<file path="src/rtl/text_buf_ctrl_pkg.sv">
// text_pkg: shared geometry, control-character codes and enums for the text buffer controller
package text_pkg;
  localparam int TXT_COLS = 16;
  localparam int TXT_ROWS = 16;
  localparam logic [7:0] CH_SPACE = 8'h20;
  localparam logic [7:0] CH_CR = 8'h0D;
  localparam logic [7:0] CH_LF = 8'h0A;
  localparam logic [7:0] CH_BS = 8'h08;
  typedef enum logic {IDLE, CLEAR} tb_state_t;
  typedef enum logic {GR_DIR, GR_STR} tb_grant_t;
endpackage

</file>
<file path="src/rtl/text_buf_ctrl_if.sv">
// text_buf_ctrl_if: direct-write (dir_valid/addr/data/ready) and byte-stream (str_valid/data/ready) handshakes; master drives, slave accepts
interface text_buf_ctrl_if;
  logic dir_valid;
  logic [7:0] dir_addr;
  logic [7:0] dir_data;
  logic dir_ready;
  logic str_valid;
  logic [7:0] str_data;
  logic str_ready;
  modport master(output dir_valid, dir_addr, dir_data, str_valid, str_data, input dir_ready, str_ready);
  modport slave(input dir_valid, dir_addr, dir_data, str_valid, str_data, output dir_ready, str_ready);
endinterface

</file>
<file path="src/rtl/text_buf_ctrl_ram.sv">
// text_ram: 256x8 buffer; ports clk65MHz, rst (read register only), we/waddr/wdata write, raddr in, rdata out one cycle later, read-first
module text_ram (
  input  logic       clk65MHz,
  input  logic       rst,
  input  logic       we,
  input  logic [7:0] waddr,
  input  logic [7:0] wdata,
  input  logic [7:0] raddr,
  output logic [7:0] rdata
);
  logic [7:0] mem [256];
  always_ff @(posedge clk65MHz)
    if (we) mem[waddr] <= wdata;
  always_ff @(posedge clk65MHz)
    rdata <= rst ? 8'h00 : mem[raddr];
endmodule

</file>
<file path="src/rtl/text_buf_ctrl.sv">
// text_buf_ctrl: arbitrates clear/direct/stream writes into the 16x16 char buffer; ports clk65MHz, rst, char_xy->char_code, clear_req, bus (dir/str handshakes), cursor_xy, busy
module text_buf_ctrl
  import text_pkg::*;
#(
  parameter logic [7:0] CLEAR_CHAR = 8'h20,
  parameter bit CLEAR_ON_RESET = 1'b1
) (
  input  logic             clk65MHz,
  input  logic             rst,
  input  logic [7:0]       char_xy,
  output logic [7:0]       char_code,
  input  logic             clear_req,
  text_buf_ctrl_if.slave   bus,
  output logic [7:0]       cursor_xy,
  output logic             busy
);
  tb_state_t state, state_nxt;
  tb_grant_t last_grant;
  logic [7:0] clr_addr, cursor_nxt, waddr, wdata;
  logic clr_done, arb, dir_xfer, str_xfer, printable, is_cr, is_lf, is_bs, we;
  always_ff @(posedge clk65MHz)
    state <= rst ? (CLEAR_ON_RESET ? CLEAR : IDLE) : state_nxt;
  always_comb begin
    clr_done = state == CLEAR && clr_addr == 8'hFF;
    state_nxt = state == CLEAR ? (clr_done ? IDLE : CLEAR) : (clear_req ? CLEAR : IDLE);
  end
  always_comb begin
    busy = state == CLEAR;
    arb = state == IDLE && !clear_req;
    bus.dir_ready = arb && bus.dir_valid && (!bus.str_valid || last_grant == GR_STR);
    bus.str_ready = arb && bus.str_valid && (!bus.dir_valid || last_grant == GR_DIR);
    dir_xfer = bus.dir_valid && bus.dir_ready;
    str_xfer = bus.str_valid && bus.str_ready;
    printable = bus.str_data >= 8'h20 && bus.str_data <= 8'h7E;
    is_cr = bus.str_data == CH_CR;
    is_lf = bus.str_data == CH_LF;
    is_bs = bus.str_data == CH_BS;
    we = busy || dir_xfer || (str_xfer && (printable || is_bs));
    waddr = busy ? clr_addr : dir_xfer ? bus.dir_addr : printable ? cursor_xy : cursor_xy - 8'd1;
    wdata = busy ? CLEAR_CHAR : dir_xfer ? bus.dir_data : printable ? bus.str_data : CH_SPACE;
    cursor_nxt = clr_done ? 8'h00 :
                 !str_xfer ? cursor_xy :
                 printable ? cursor_xy + 8'd1 :
                 is_cr ? {cursor_xy[7:4], 4'h0} :
                 is_lf ? {cursor_xy[7:4] + 4'd1, 4'h0} :
                 is_bs ? cursor_xy - 8'd1 : cursor_xy;
  end
  always_ff @(posedge clk65MHz)
    if (rst) begin
      clr_addr <= 8'h00;
      cursor_xy <= 8'h00;
      last_grant <= GR_DIR;
    end else begin
      clr_addr <= busy ? clr_addr + 8'd1 : 8'h00;
      cursor_xy <= cursor_nxt;
      if (dir_xfer || str_xfer) last_grant <= dir_xfer ? GR_DIR : GR_STR;
    end
  text_ram u_ram (
    .clk65MHz(clk65MHz),
    .rst(rst),
    .we(we),
    .waddr(waddr),
    .wdata(wdata),
    .raddr(char_xy),
    .rdata(char_code)
  );
endmodule

</file>
<file path="src/flat_wrapper.sv">
// flat-port wrapper written by rule: the top's interface ports become plain ports
module text_buf_ctrl_flat import text_pkg::*;
#(
  parameter logic [7:0] CLEAR_CHAR = 8'h20,
  parameter bit CLEAR_ON_RESET = 1'b1
)
  (clk65MHz, rst, char_xy, char_code, clear_req, cursor_xy, busy, bus_dir_valid, bus_dir_addr, bus_dir_data, bus_str_valid, bus_str_data, bus_dir_ready, bus_str_ready);
  text_buf_ctrl_if bus_i ();
  input  logic clk65MHz;
  input  logic rst;
  input  logic [7:0] char_xy;
  output logic [7:0] char_code;
  input  logic clear_req;
  output logic [7:0] cursor_xy;
  output logic busy;
  input wire logic [$bits(bus_i.dir_valid)-1:0] bus_dir_valid;
  input wire logic [$bits(bus_i.dir_addr)-1:0] bus_dir_addr;
  input wire logic [$bits(bus_i.dir_data)-1:0] bus_dir_data;
  input wire logic [$bits(bus_i.str_valid)-1:0] bus_str_valid;
  input wire logic [$bits(bus_i.str_data)-1:0] bus_str_data;
  output wire logic [$bits(bus_i.dir_ready)-1:0] bus_dir_ready;
  output wire logic [$bits(bus_i.str_ready)-1:0] bus_str_ready;
  assign bus_i.dir_valid = bus_dir_valid;
  assign bus_i.dir_addr = bus_dir_addr;
  assign bus_i.dir_data = bus_dir_data;
  assign bus_i.str_valid = bus_str_valid;
  assign bus_i.str_data = bus_str_data;
  assign bus_dir_ready = bus_i.dir_ready;
  assign bus_str_ready = bus_i.str_ready;
  text_buf_ctrl #(.CLEAR_CHAR(CLEAR_CHAR), .CLEAR_ON_RESET(CLEAR_ON_RESET)) u_core (.clk65MHz(clk65MHz), .rst(rst), .char_xy(char_xy), .char_code(char_code), .clear_req(clear_req), .bus(bus_i), .cursor_xy(cursor_xy), .busy(busy));
endmodule
</file>
<file path="config.mk">
export PLATFORM = sky130hd
export DESIGN_NAME = text_buf_ctrl_flat
export DESIGN_NICKNAME = d
export VERILOG_FILES = /design/src/rtl/text_buf_ctrl_pkg.sv /design/src/rtl/text_buf_ctrl_if.sv /design/src/rtl/text_buf_ctrl_ram.sv /design/src/rtl/text_buf_ctrl.sv /design/src/flat_wrapper.sv
export SDC_FILE = /design/constraint.sdc
export NUM_CORES = 2
export LEC_CHECK = 0
export ABC_AREA = 1
export BUFFER_PORTS_ARGS = -buffer_cell sky130_fd_sc_hd__buf_2
export CAP_MARGIN = 20
export CORE_ASPECT_RATIO = 1.2
export CORE_MARGIN = 1.5
export CORE_UTILIZATION = 42
export CTS_BUF_LIST = sky130_fd_sc_hd__clkbuf_2
export CTS_CLUSTER_DIAMETER = 40
export DETAILED_ROUTE_END_ITERATION = 6
export PLACE_DENSITY_LB_ADDON = 0.3
export SETUP_SLACK_MARGIN = 0.3
export SLEW_MARGIN = 0
export SYNTH_ARGS = -nofsm -noshare
export SYNTH_HDL_FRONTEND = slang
export SYNTH_SLANG_ARGS = --single-unit
</file>
<file path="constraint.sdc">
create_clock -name clk65MHz -period 23.2 [get_ports clk65MHz]
set_input_delay 5.8 -clock clk65MHz [delete_from_list [all_inputs] [get_ports clk65MHz]]
set_output_delay 5.8 -clock clk65MHz [all_outputs]
set_load 0.01 [all_outputs]
</file>
==> summary.md <==
| Metric | Value |
|---|---|
| Status | finished with violations |
| Failing checks | design-rule violations |
| Fin Clk Skew | 0.116 ns |
| Syn avg cell area | between 10 and 15 um^2 |
| Row cnt | 180 |
| Worst Path Required | about 17 ns |
| Final hold violation count | 0 |
| Fin crit share | 0.545 |
| Final Max Slew Viols | 0 |
| CTS tree | built |
| Vert. Die Dim | between 400 and 500 um |
| Largest net degree at the start of global routing | 202 |
| Hold Path Cell Cnt | 1 |
| DR iter-0 viols | around 6k |
| CTS Root Cell | clkbuf_2 |
| Yosys cell types | 40 |
| Static Leak | 32.2 nW |
| Wire per inst | between 20 and 25 um |
| Max-cap violations | 0 |
| Hold Startpoint | u_core.clr_addr[0] |
| Total track usage | 0.221 |
| FF+latch count, synth | 2074 |
| Most frequent cells in the layout | nand2_1 (2105), edfxtp_1 (2048), nand3_1 (1945) |
| Setup TNS | 0 ns |
| VDD IR-drop max | ~0.061 mV |
| TritonCTS buffer count | roughly 490 |
| Initial Util | 0.423 |
| CP max FO | 11 |
| CP Launch Point | clear_req |
| P&R area growth vs syn | 7.77% |
| Sequential Power Share | 0.607 |
| Share of layout cells above drive strength 1 | 0.120 |
| Routability congestion estimate | around 0.85 |
| DP Worst Slack | about 11 ns |
| Pwr dens | roughly 73 nW/um^2 |
| Core Area | 200000 um^2 |
| Vias in the first global route | about 55k |
| Fillers | 18.2k |
| Routed WL | roughly 230000 um |
| Number of H-tree levels | 5 |
| Hold Path Class | reg -> reg |
| First-pass GRT wire length | 339000 um |
| Worst EP arrival | 6.84 ns |
| Drt first pass iters | 7 |
| Slew @ Worst Pin | approximately 1.3 ns |
| Post-route ant nets | 0 |
| Rel. slew slack | 0.129 |
| FMAX | between 0.07 and 0.08 GHz |
| Post-synthesis instance area | 84600 um^2 |
| Vias | 56.8k |
| Clock Path Buffers | 4 |
| Final Worst Setup Slack | ~11 ns |
| Register area | 62000 um^2 |
| Worst-case reg-to-reg path depth | 11 |
| Post_cts resized | 0 |
| I/O pin count | 56 |
| Initial antenna violation count | 16 |
| Die X | 413 um |
| DIE AREA | 204000 um^2 |
| Combinational share of power | 0.058 |
| Post-cts hold buffer count | 0 |
| Hold_ws | 0.481 ns |
| Crit path launch type | input port |
| Switching portion of total power | 0.255 |
| Vias per cell | ~5.5 |
| Net count, final | 7404 |
| Buffer count from post-CTS setup fixing | 0 |
| Number of port buffers | between 50 and 60 |
| Final Critical Period | ~13 ns |
| Mapped Nets | between 7k and 8k |
| Syn. warnings | 0 |
| HPWL Detailed | between 100000 and 150000 um |
| Unrepaired setup endpoints after global routing | false |
| Post-Synthesis Cells | just over 7k |
| Clk slew on worst S/H paths | 0.11 ns |
| Final setup fails | 0 |
| CP endpoint kind | output port |
| Switching pwr | ~0.0017 W |
| Sequential area share after synthesis | 0.733 |
| GRT overflow | 0 |
| Cell Int Power | ~0.005 W |
| Skew-Pair Late Insertion Delay | ~1.9 ns |
| DRC viols | 2 |
| CTS Sinks | between 2k and 2.5k |
| Clock share of power | 0.335 |
| Reg-to-reg critical path startpoint | u_core.busy |
| Most common cell after layout, fill and taps aside | nand2_1 |
| Critical path type | in -> out |
| Multi-input gate area | ~20000 um^2 |
power groups by stage:
stage	clock network (W)	registers [W]	logic, W
finish	0.00224	0.00406	0.000391
global route	0.00247	0.00406	0.000424
CTS	0.00229	0.00406	0.000388
detailed placement	0	0.00414	0.000387
global placement	0	0.00414	0.000383
floorplan	0	0.00414	0.000252
path summary, 6_finish.rpt:
check                                                end  slack [ns]
worst max-delay path                       bus_dir_ready       10.56
worst min-delay path                  u_core.clr_addr[0]        0.48
worst max register to register  u_core.u_ram.mem[161][2]       18.74
worst min register to register        u_core.clr_addr[0]        0.48
per-layer routing:
metal  part of all wire  track usage
met2               0.49        0.361
met3              0.084       0.0435
met1               0.39        0.288
met5            0.00012            0
met4              0.035       0.0904
state kept, by name, indices dropped and copies added, names as in the netlist:
name / cells
u_core.clr_addr: 8
u_core.u_ram.rdata: 8
u_core.last_grant: 1
u_core.busy: 1
u_core.cursor_xy: 8
u_core.u_ram.mem: 2048
critical path, stage by stage:
cell	delay, ns
buf_2	0.11
nor2_2	0.11
nand2_1	0.10
nor2_2	0.47
buf_2	0.24
synth_stat cells (all sizes together):
| library cell | number | area [um^2] |
|---|---|---|
| nand2 | 2149 | 8180 |
| edfxtp | 2048 | 61500 |
| nand3 | 1947 | 9750 |
| nor2 | 377 | 1500 |
| clkbuf | 272 | 1020 |
| buf | 215 | 991 |
| inv | 53 | 199 |
| o21ai | 52 | 260 |
| a21oi | 40 | 234 |
| dfxtp | 26 | 521 |
| o22ai | 16 | 100 |
| nor3 | 7 | 40.0 |
| xor2 | 7 | 61.3 |
| a32o | 6 | 60.1 |
| ha | 5 | 62.6 |
| nand4 | 5 | 31.3 |
| o211ai | 3 | 32.5 |
| a211oi | 1 | 7.51 |
| a22o | 1 | 8.76 |
| a22oi | 1 | 7.51 |
| a31oi | 1 | 6.26 |
| clkinv | 1 | 3.75 |
| nor4 | 1 | 6.26 |
| o22a | 1 | 8.76 |
| o31ai | 1 | 7.51 |
| or2 | 1 | 6.26 |
cells by family after synthesis:
family,Yosys count,share of synthesized area
AND/OR/NAND/NOR,4487,0.231
flip-flops,2074,0.733
buffers and inverters,541,0.0262
AO/OA/AOI/OAI,123,0.00867
XOR/XNOR,7,0.000725
adder cells (fa/ha/maj),5,0.000739
stage by stage:
stage          utilization  cell area [um^2]  std cells  power, W
4_1_cts              0.455             91100      10367   0.00674
5_1_grt              0.455             91200      10377   0.00695
6_report             0.455             91200      10381   0.00668
3_5_place_dp         0.434             87000       9514   0.00453
2_1_floorplan            -             84600       7237   0.00439
3_3_place_gp         0.434             87000       9513   0.00453
layout make-up:
| class | count | area share |
|---|---|---|
| diodes | 14 | 0.000384 |
| clock inverters | 167 | 0.00796 |
| well taps | 2639 | 0.0362 |
| clock buffers | 686 | 0.0377 |
| multi-input cells | 4622 | 0.224 |
| flip-flops and latches | 2074 | 0.680 |
| inverters | 54 | 0.00250 |
| repair buffers | 125 | 0.0108 |
Note: power is estimated with default switching activity, not from simulation.
